`src/rtl/ml_accel_master.sv`:
```
// Bus initiator for the ML accelerator: streams one dot-product job into the
// operand registers, triggers it, polls DONE and returns the result on valid/ready.
module ml_accel_master #(
  parameter int              VEC_LEN     = 4,
  parameter int              ADDR_W      = 6,
  parameter int              DATA_W      = 32,
  parameter logic [ADDR_W-1:0] CTRL_ADDR   = 'h20,
  parameter logic [ADDR_W-1:0] RESULT_ADDR = 'h24,
  parameter logic [ADDR_W-1:0] STATUS_ADDR = 'h28,
  parameter int              DONE_BIT    = 0,
  parameter int              MAX_POLLS   = 255
) (
  input  logic              clk,
  input  logic              rst,
  input  logic              op_valid,
  output logic              op_ready,
  input  logic [DATA_W-1:0] op_data,
  output logic              res_valid,
  input  logic              res_ready,
  output logic [DATA_W-1:0] res_data,
  output logic              res_timeout,
  output logic              busy,
  output logic [ADDR_W-1:0] addr,
  output logic [DATA_W-1:0] w_data,
  output logic              w_en,
  output logic              r_en,
  input  logic [DATA_W-1:0] r_data
);

  localparam int NWORDS = 2 * VEC_LEN;
  localparam int IDX_W  = $clog2(NWORDS) + 1;
  localparam int PCNT_W = ($clog2(MAX_POLLS + 1) > 8) ? $clog2(MAX_POLLS + 1) : 8;

  typedef enum logic [2:0] {
    IDLE, LOAD, TRIG, POLL, POLL_WAIT, RD, RD_WAIT, RESP
  } state_t;

  state_t              state_q;
  logic [IDX_W-1:0]    idx_q;
  logic [PCNT_W-1:0]   poll_q;
  logic                op_ready_q;
  logic                res_valid_q;
  logic                res_timeout_q;
  logic                busy_q;
  logic                w_en_q;
  logic                r_en_q;
  logic [ADDR_W-1:0]   addr_q;
  logic [DATA_W-1:0]   w_data_q;
  logic [DATA_W-1:0]   res_data_q;

  logic                op_fire;
  logic [IDX_W-1:0]    idx_d;
  logic [PCNT_W-1:0]   poll_d;
  logic [ADDR_W-1:0]   idx_addr;

  assign op_fire  = op_valid && op_ready_q;
  assign idx_d    = idx_q + 1'b1;
  assign poll_d   = poll_q + 1'b1;
  assign idx_addr = ADDR_W'({idx_q, 2'b00});

  // Each state names the bus activity presented during it; r_data is sampled
  // in the *_WAIT states, one cycle after the read strobe.
  always_ff @(posedge clk) begin
    if (!rst) begin
      state_q       <= IDLE;
      idx_q         <= '0;
      poll_q        <= '0;
      op_ready_q    <= 1'b0;
      res_valid_q   <= 1'b0;
      res_timeout_q <= 1'b0;
      busy_q        <= 1'b0;
      w_en_q        <= 1'b0;
      r_en_q        <= 1'b0;
      addr_q        <= '0;
      w_data_q      <= '0;
      res_data_q    <= '0;
    end else begin
      w_en_q <= 1'b0;
      r_en_q <= 1'b0;
      case (state_q)
        IDLE: begin
          op_ready_q <= 1'b1;
          if (op_fire) begin
            w_en_q   <= 1'b1;
            addr_q   <= '0;
            w_data_q <= op_data;
            idx_q    <= IDX_W'(1);
            busy_q   <= 1'b1;
            state_q  <= LOAD;
          end
        end
        LOAD: begin
          if (op_fire) begin
            w_en_q   <= 1'b1;
            addr_q   <= idx_addr;
            w_data_q <= op_data;
            idx_q    <= idx_d;
            if (idx_d == IDX_W'(NWORDS)) op_ready_q <= 1'b0;
          end else if (idx_q == IDX_W'(NWORDS)) begin
            w_en_q   <= 1'b1;
            addr_q   <= CTRL_ADDR;
            w_data_q <= DATA_W'(1);
            state_q  <= TRIG;
          end
        end
        TRIG: begin
          r_en_q  <= 1'b1;
          addr_q  <= STATUS_ADDR;
          state_q <= POLL;
        end
        POLL: state_q <= POLL_WAIT;
        POLL_WAIT: begin
          if (r_data[DONE_BIT]) begin
            r_en_q  <= 1'b1;
            addr_q  <= RESULT_ADDR;
            state_q <= RD;
          end else if (poll_d == PCNT_W'(MAX_POLLS)) begin
            poll_q        <= poll_d;
            res_valid_q   <= 1'b1;
            res_timeout_q <= 1'b1;
            res_data_q    <= '0;
            state_q       <= RESP;
          end else begin
            poll_q  <= poll_d;
            r_en_q  <= 1'b1;
            addr_q  <= STATUS_ADDR;
            state_q <= POLL;
          end
        end
        RD: state_q <= RD_WAIT;
        RD_WAIT: begin
          res_data_q    <= r_data;
          res_timeout_q <= 1'b0;
          res_valid_q   <= 1'b1;
          state_q       <= RESP;
        end
        RESP: begin
          if (res_ready) begin
            res_valid_q <= 1'b0;
            busy_q      <= 1'b0;
            op_ready_q  <= 1'b1;
            idx_q       <= '0;
            poll_q      <= '0;
            state_q     <= IDLE;
          end
        end
        default: state_q <= IDLE;
      endcase
    end
  end

  assign op_ready    = op_ready_q;
  assign res_valid   = res_valid_q;
  assign res_data    = res_data_q;
  assign res_timeout = res_timeout_q;
  assign busy        = busy_q;
  assign addr        = addr_q;
  assign w_data      = w_data_q;
  assign w_en        = w_en_q;
  assign r_en        = r_en_q;

endmodule

```
`config.mk`:
```
export PLATFORM = sky130hd
export DESIGN_NAME = ml_accel_master
export DESIGN_NICKNAME = d
export VERILOG_FILES = /design/src/rtl/ml_accel_master.sv
export SDC_FILE = /design/constraint.sdc
export NUM_CORES = 1
export LEC_CHECK = 0
export BUFFER_PORTS_ARGS = -buffer_cell sky130_fd_sc_hd__clkbuf_2
export CORE_AREA = 2 2 88 90
export CTS_CLUSTER_DIAMETER = 60
export CTS_CLUSTER_SIZE = 16
export DETAILED_ROUTE_END_ITERATION = 12
export DIE_AREA = 0 0 90 92
export PLACE_DENSITY_LB_ADDON = 0.25
export SYNTH_ARGS = -nofsm -noshare
export SYNTH_HDL_FRONTEND = slang
export SYNTH_SLANG_ARGS = --single-unit
```
`constraint.sdc`:
```
create_clock -name clk -period 2.9 [get_ports clk]
set_input_delay 0.29 -clock clk [delete_from_list [all_inputs] [get_ports clk]]
set_output_delay 0.29 -clock clk [all_outputs]
set_load 0.01 [all_outputs]
```
# After elaboration in Yosys (flattened, before gate mapping)
# Cells that the tools add are included.
# totals
ff_bits,91
wordCells,97
# classes
add_sub_neg,2
n_eq_ne,20
muxes,45
n_reduce_logical,18
# ops
op,n
$mux 32,5
$pmux 32 s2,2
$mux 6,5
$pmux 3 s8,1
$pmux 6 s4,1
$reduce_and 4->1,5
$mux 3,6
$mux 8,2
$ne 2x2->1 const B,8
$pmux 8 s2,1
$eq 3x3->1 const B,4
$mux 1,12
$mux 4,3
$pmux 4 s3,1
$reduce_and 3->1,4
$add 8x1->8 const B,1
$eq 4x4->1 const B,2
$eq 8x8->1 const B,1
$pmux 1 s2,4
$reduce_bool 2->1,4
$eq 3x2->1 const B,2
$ne 3x3->1 const B,2
$pmux 1 s3,2
$reduce_bool 3->1,2
other kinds (5),5

# Logic depth before layout (Yosys ltp)
# depth
depth_word,5
mapped_depth,8
mapped_depth_nobuf,7

# Worst setup path before layout
# Ideal clock, no wire load.
# synth_path
path_type,reg2reg
from,register idx_q[0]
to,"register addr_q[3], in the netlist addr[3]"
setup_ns,0.116
t_arrival_ns,1.647
required_time_ns,2.784
setup_slack_ns,1.137
stages_incl_launch_ff,8
period_less_slack_ns,1.763
cell_sequence,dfxtp_1 > inv_1 > ha_1 > and4b_1 > o21ai_1 > o21ai_0 > and2_1 > o211a_1
# synth_via
elab_chain_len,3
# synth_lines
item,line,source
from (decl),39,logic [IDX_W-1:0] idx_q;
from (signal assigned),97,idx_q <= idx_d;
$eq 4x4->1,99,end else if (idx_q == IDX_W'(NWORDS)) begin
$ne 3x3->1 (no line),--,
$reduce_and 4->1 (no line),--,
to (signal assigned),95,addr_q <= idx_addr;
to (decl),47,logic [ADDR_W-1:0] addr_q;
# No other way between the ends.
# A chain may end at the register's enable or synchronous reset.

# Final worst setup path
# layout_path
from,register state_q[0]
to,register idx_q[2]
# layout_via
elab_chain_len,3
# layout_lines
item,line,source
from (decl),38,state_t state_q;
from (signal assigned),65,state_q <= IDLE;
from (signal assigned),89,state_q <= LOAD;
from (signal assigned),103,state_q <= TRIG;
$eq 3x1->1 (tied with other cells),80,case (state_q)
$ne 2x2->1 (no line) / $reduce_bool 3->1 (equally long branches),--,
$reduce_and 4->1 (no line),--,
# Parallel ways exist; a longest one is shown, timed or not.

==> flow_metrics.py <==
metrics = {
    "status": {
        "status": "finished clean",
    },
    "synthesis": {
        "yosys-top-cells-area": "dfxtp_1 (48%), a32oi_1 (7.4%), a21oi_1 (6.0%)",
        "syn-mean-instance-area_um2": 8.48,
        "synth-xor-area-share_pct": 0.949,
        "ys_types": 54,
        "netlist.area_leader.share_pct": 48.3,
        "synthSimpleGateAreaFrac_pct": 22.0,
        "ys_ff_latch": 89,
        "synth_compound_area_share_pct": 20.8,
        "syn_inst": 435,
        "synth_edf_count": 0,
        "synth.yosys.seq_area_share_pct": 48.3,
        "synthArstFlopShare_pct": 0,
        "synth_flop_cell": "dfxtp_1",
        "synthTopCellsByCount": "dfxtp_1 (89), nand2_1 (53), nor2_1 (48), a21oi_1 (44), nand3_1 (38)",
        "synth_top_family_by_area": "simple AND/OR/NAND/NOR gates",
        "synth_fa_ha_area_share_pct": 1.36,
        "yosys.area.top_type": "dfxtp_1",
        "synthMuxAreaShare_pct": 0.543,
        "yosysMostFrequentCell": "dfxtp_1",
        "yosys_warnings": 0,
        "netlist_area_um2": 3690,
    },
    "hold_path": {
        "hold_class": "input pin to flip-flop",
    },
    "sta": {
        "tightestPinTransition_ns": 0.671,
        "fin_crit_ns": 2.10,
        "fmax_mhz": 476,
        "tns_ns": 0,
        "setup_violations": 0,
        "rsz0062_at_grt": "no",
        "drv_slew": 0,
        "hold_violations": 0,
        "finClkSkew_ns": 0.00826,
        "maxSlewHeadroom_pct": 55.2,
        "timing.final.crit_share_pct": 72.4,
    },
    "setup_path": {
        "r2r_slack_ns": 0.80,
        "path_buf_inv": 0,
        "path_delay_family": "simple AND/OR/NAND/NOR gates",
        "max_stage_delay_ns": 0.76,
        "path_max_fanout": 23,
        "cp.arrival_ns": 2.37,
        "cp_slowest_cell": "dfxtp_1",
        "critPathRequiredTime_ns": 3.17,
        "start_kind": "flip-flop",
        "path_cells": "and3_1, nand2_2, and2_4, or4b_1, a21oi_1",
        "crit_path_end_kind": "flip-flop",
        "critPathKind": "flip-flop to flip-flop",
    },
    "floorplanning": {
        "die_x_um": 90,
        "die_h_um": 92,
        "pin_count": 144,
        "initial_core_util_pct": 49.5,
        "die_area_um2": 8280,
        "core.rowCount": 32,
        "core_area_um2": 7450,
    },
    "global_routing": {
        "met1_usage_pct": 27.0,
        "grt-busiest-layer": "met2",
        "track_usage_pct": 21.2,
        "use_met3_pct": 4.03,
        "grt_pass1_vias": 3247,
        "gr-usage-met2_pct": 36.2,
        "overflow": 0,
        "grt_pass1_wl_um": 14800,
        "grt_start_max_net_pins": 41,
        "antenna_found_initial": 0,
    },
    "detailed_routing": {
        "dr_total_vias": 3622,
        "wire_per_inst_um": 13.4,
        "via_per_inst": 5.45,
        "drt-pass1-iter-count": 4,
        "drt_iter0_drc": 166,
        "drc": 0,
        "ant_nets": 0,
        "wl_um": 8890,
    },
    "placed_design": {
        "io_buffers": 141,
        "hpwlAfterDp_um": 6110,
        "gp_congestion": 0.797,
        "placed_cell_area_um2": 4410,
    },
    "clocking": {
        "hold_buffers": 0,
        "cts_resized": 0,
        "h-tree-depth": 3,
        "cts_buffers": 9,
        "tritoncts": "done",
        "cts_sinks": 89,
        "postCtsSetupBuffers": 0,
        "clock_latency_ns": 0.34,
        "clkTransAtPathRegs_ns": 0.09,
        "cts_max_path_buffers": 2,
        "clock-root-buffer": "clkbuf_8",
    },
    "power_and_ir_drop": {
        "p_per_area_nw_per_um2": 500,
        "finalPower_uw": 2300,
        "p_leak_uw": 0.00193,
        "ir_drop_mv": 0.243,
    },
    "layout": {
        "syn2layout_area_growth_pct": 24.6,
        "final_net_count": 629,
        "fin_area_um2": 4600,
        "utilization_pct": 61.7,
        "drive_above_1_share_pct": 31.7,
        "antenna_cells": 0,
    },
    "flow_run": {
        "cap_violations": 0,
    },
}
-- flip-flops by register name, indices dropped and copies added, names as in the netlist --
register / flops
addr: 4
op_ready: 1
w_data: 32
idx_q: 4
poll_q: 8
busy: 1
res_timeout: 1
res_data: 32
state_q: 3
w_en: 1
res_valid: 1
r_en: 1
-- where the power goes --
part | switching (µW) | internal [µW]
Combinational | 123 | 99.0
Clock | 436 | 363
Sequential | 26.2 | 1250
-- metrics by stage --
stage	hold WS, ns	instances	worst slack (ns)
final	0.157	664	0.801
after global routing	0.143	664	0.600
after CTS	0.137	664	0.820
after detailed placement	0.451	648	0.841
after global placement	0.444	648	0.901
after floorplan	0.426	436	1.14
-- logic make-up after synthesis --
kind of cell | Yosys count
AO/OA/AOI/OAI | 114
other | 1
buffers and inverters | 48
flip-flops | 89
AND/OR/NAND/NOR | 173
multiplexers | 2
adder cells (fa/ha/maj) | 4
XOR/XNOR | 4
-- per-layer routing --
layer  vias up  wire, µm
met5         -         0
met4         0       123
met3        13       535
met2       127      4230
met1      1689      4010
li1       1793         -
-- worst reg2reg max path: cells and delay by family, from the launching register on --
kind / cells / cell delay, ns
AO/OA/AOI/OAI: 1 / 0.15
flip-flops: 1 / 0.76
AND/OR/NAND/NOR: 4 / 1.13
-- cells in the final DEF, fill, tap and decap left out, drive strengths merged, types with 2 or more instances in the layout --
cell type  synthesis  layout
a211oi             3       3
a21oi             44      44
a31oi              3       3
a32oi             31      31
and2               4       4
and3               4       4
buf               15       9
clkbuf            25     152
clkinvlp           0       2
conb               1       2
dfxtp             89      89
ha                 4       4
inv                8      10
mux2i              2       2
nand2             54      54
nand3             39      39
nand3b             2       2
nand4              2       2
nor2              49      49
nor3               7       7
nor3b              2       2
nor4               2       2
o211ai             2       2
o21a               3       3
o21ai             17      17
o22ai              2       2
or3                2       2
xnor2              3       3
-- cell type report --
| type | count | area (µm²) |
|---|---|---|
| Clock inverter | 5 | 37.5 |
| Timing Repair Buffer | 150 | 773 |
| Inverter | 8 | 30.0 |
| Fill cell | 714 | 2850 |
| Multi-Input combinational cell | 299 | 1700 |
| Tap cell | 102 | 128 |
| Clock buffer | 11 | 151 |
| Sequential cell | 89 | 1780 |
-- path summary, 6_finish.rpt --
check | endpoint | startpoint | cells past startpoint
max | idx_q[2] | state_q[0] | 5
min | res_data[20] | r_data[20] | 3
max reg2reg | idx_q[2] | state_q[0] | 5
min reg2reg | res_timeout | res_timeout | 2
Note: power is estimated with default switching activity, not from simulation.
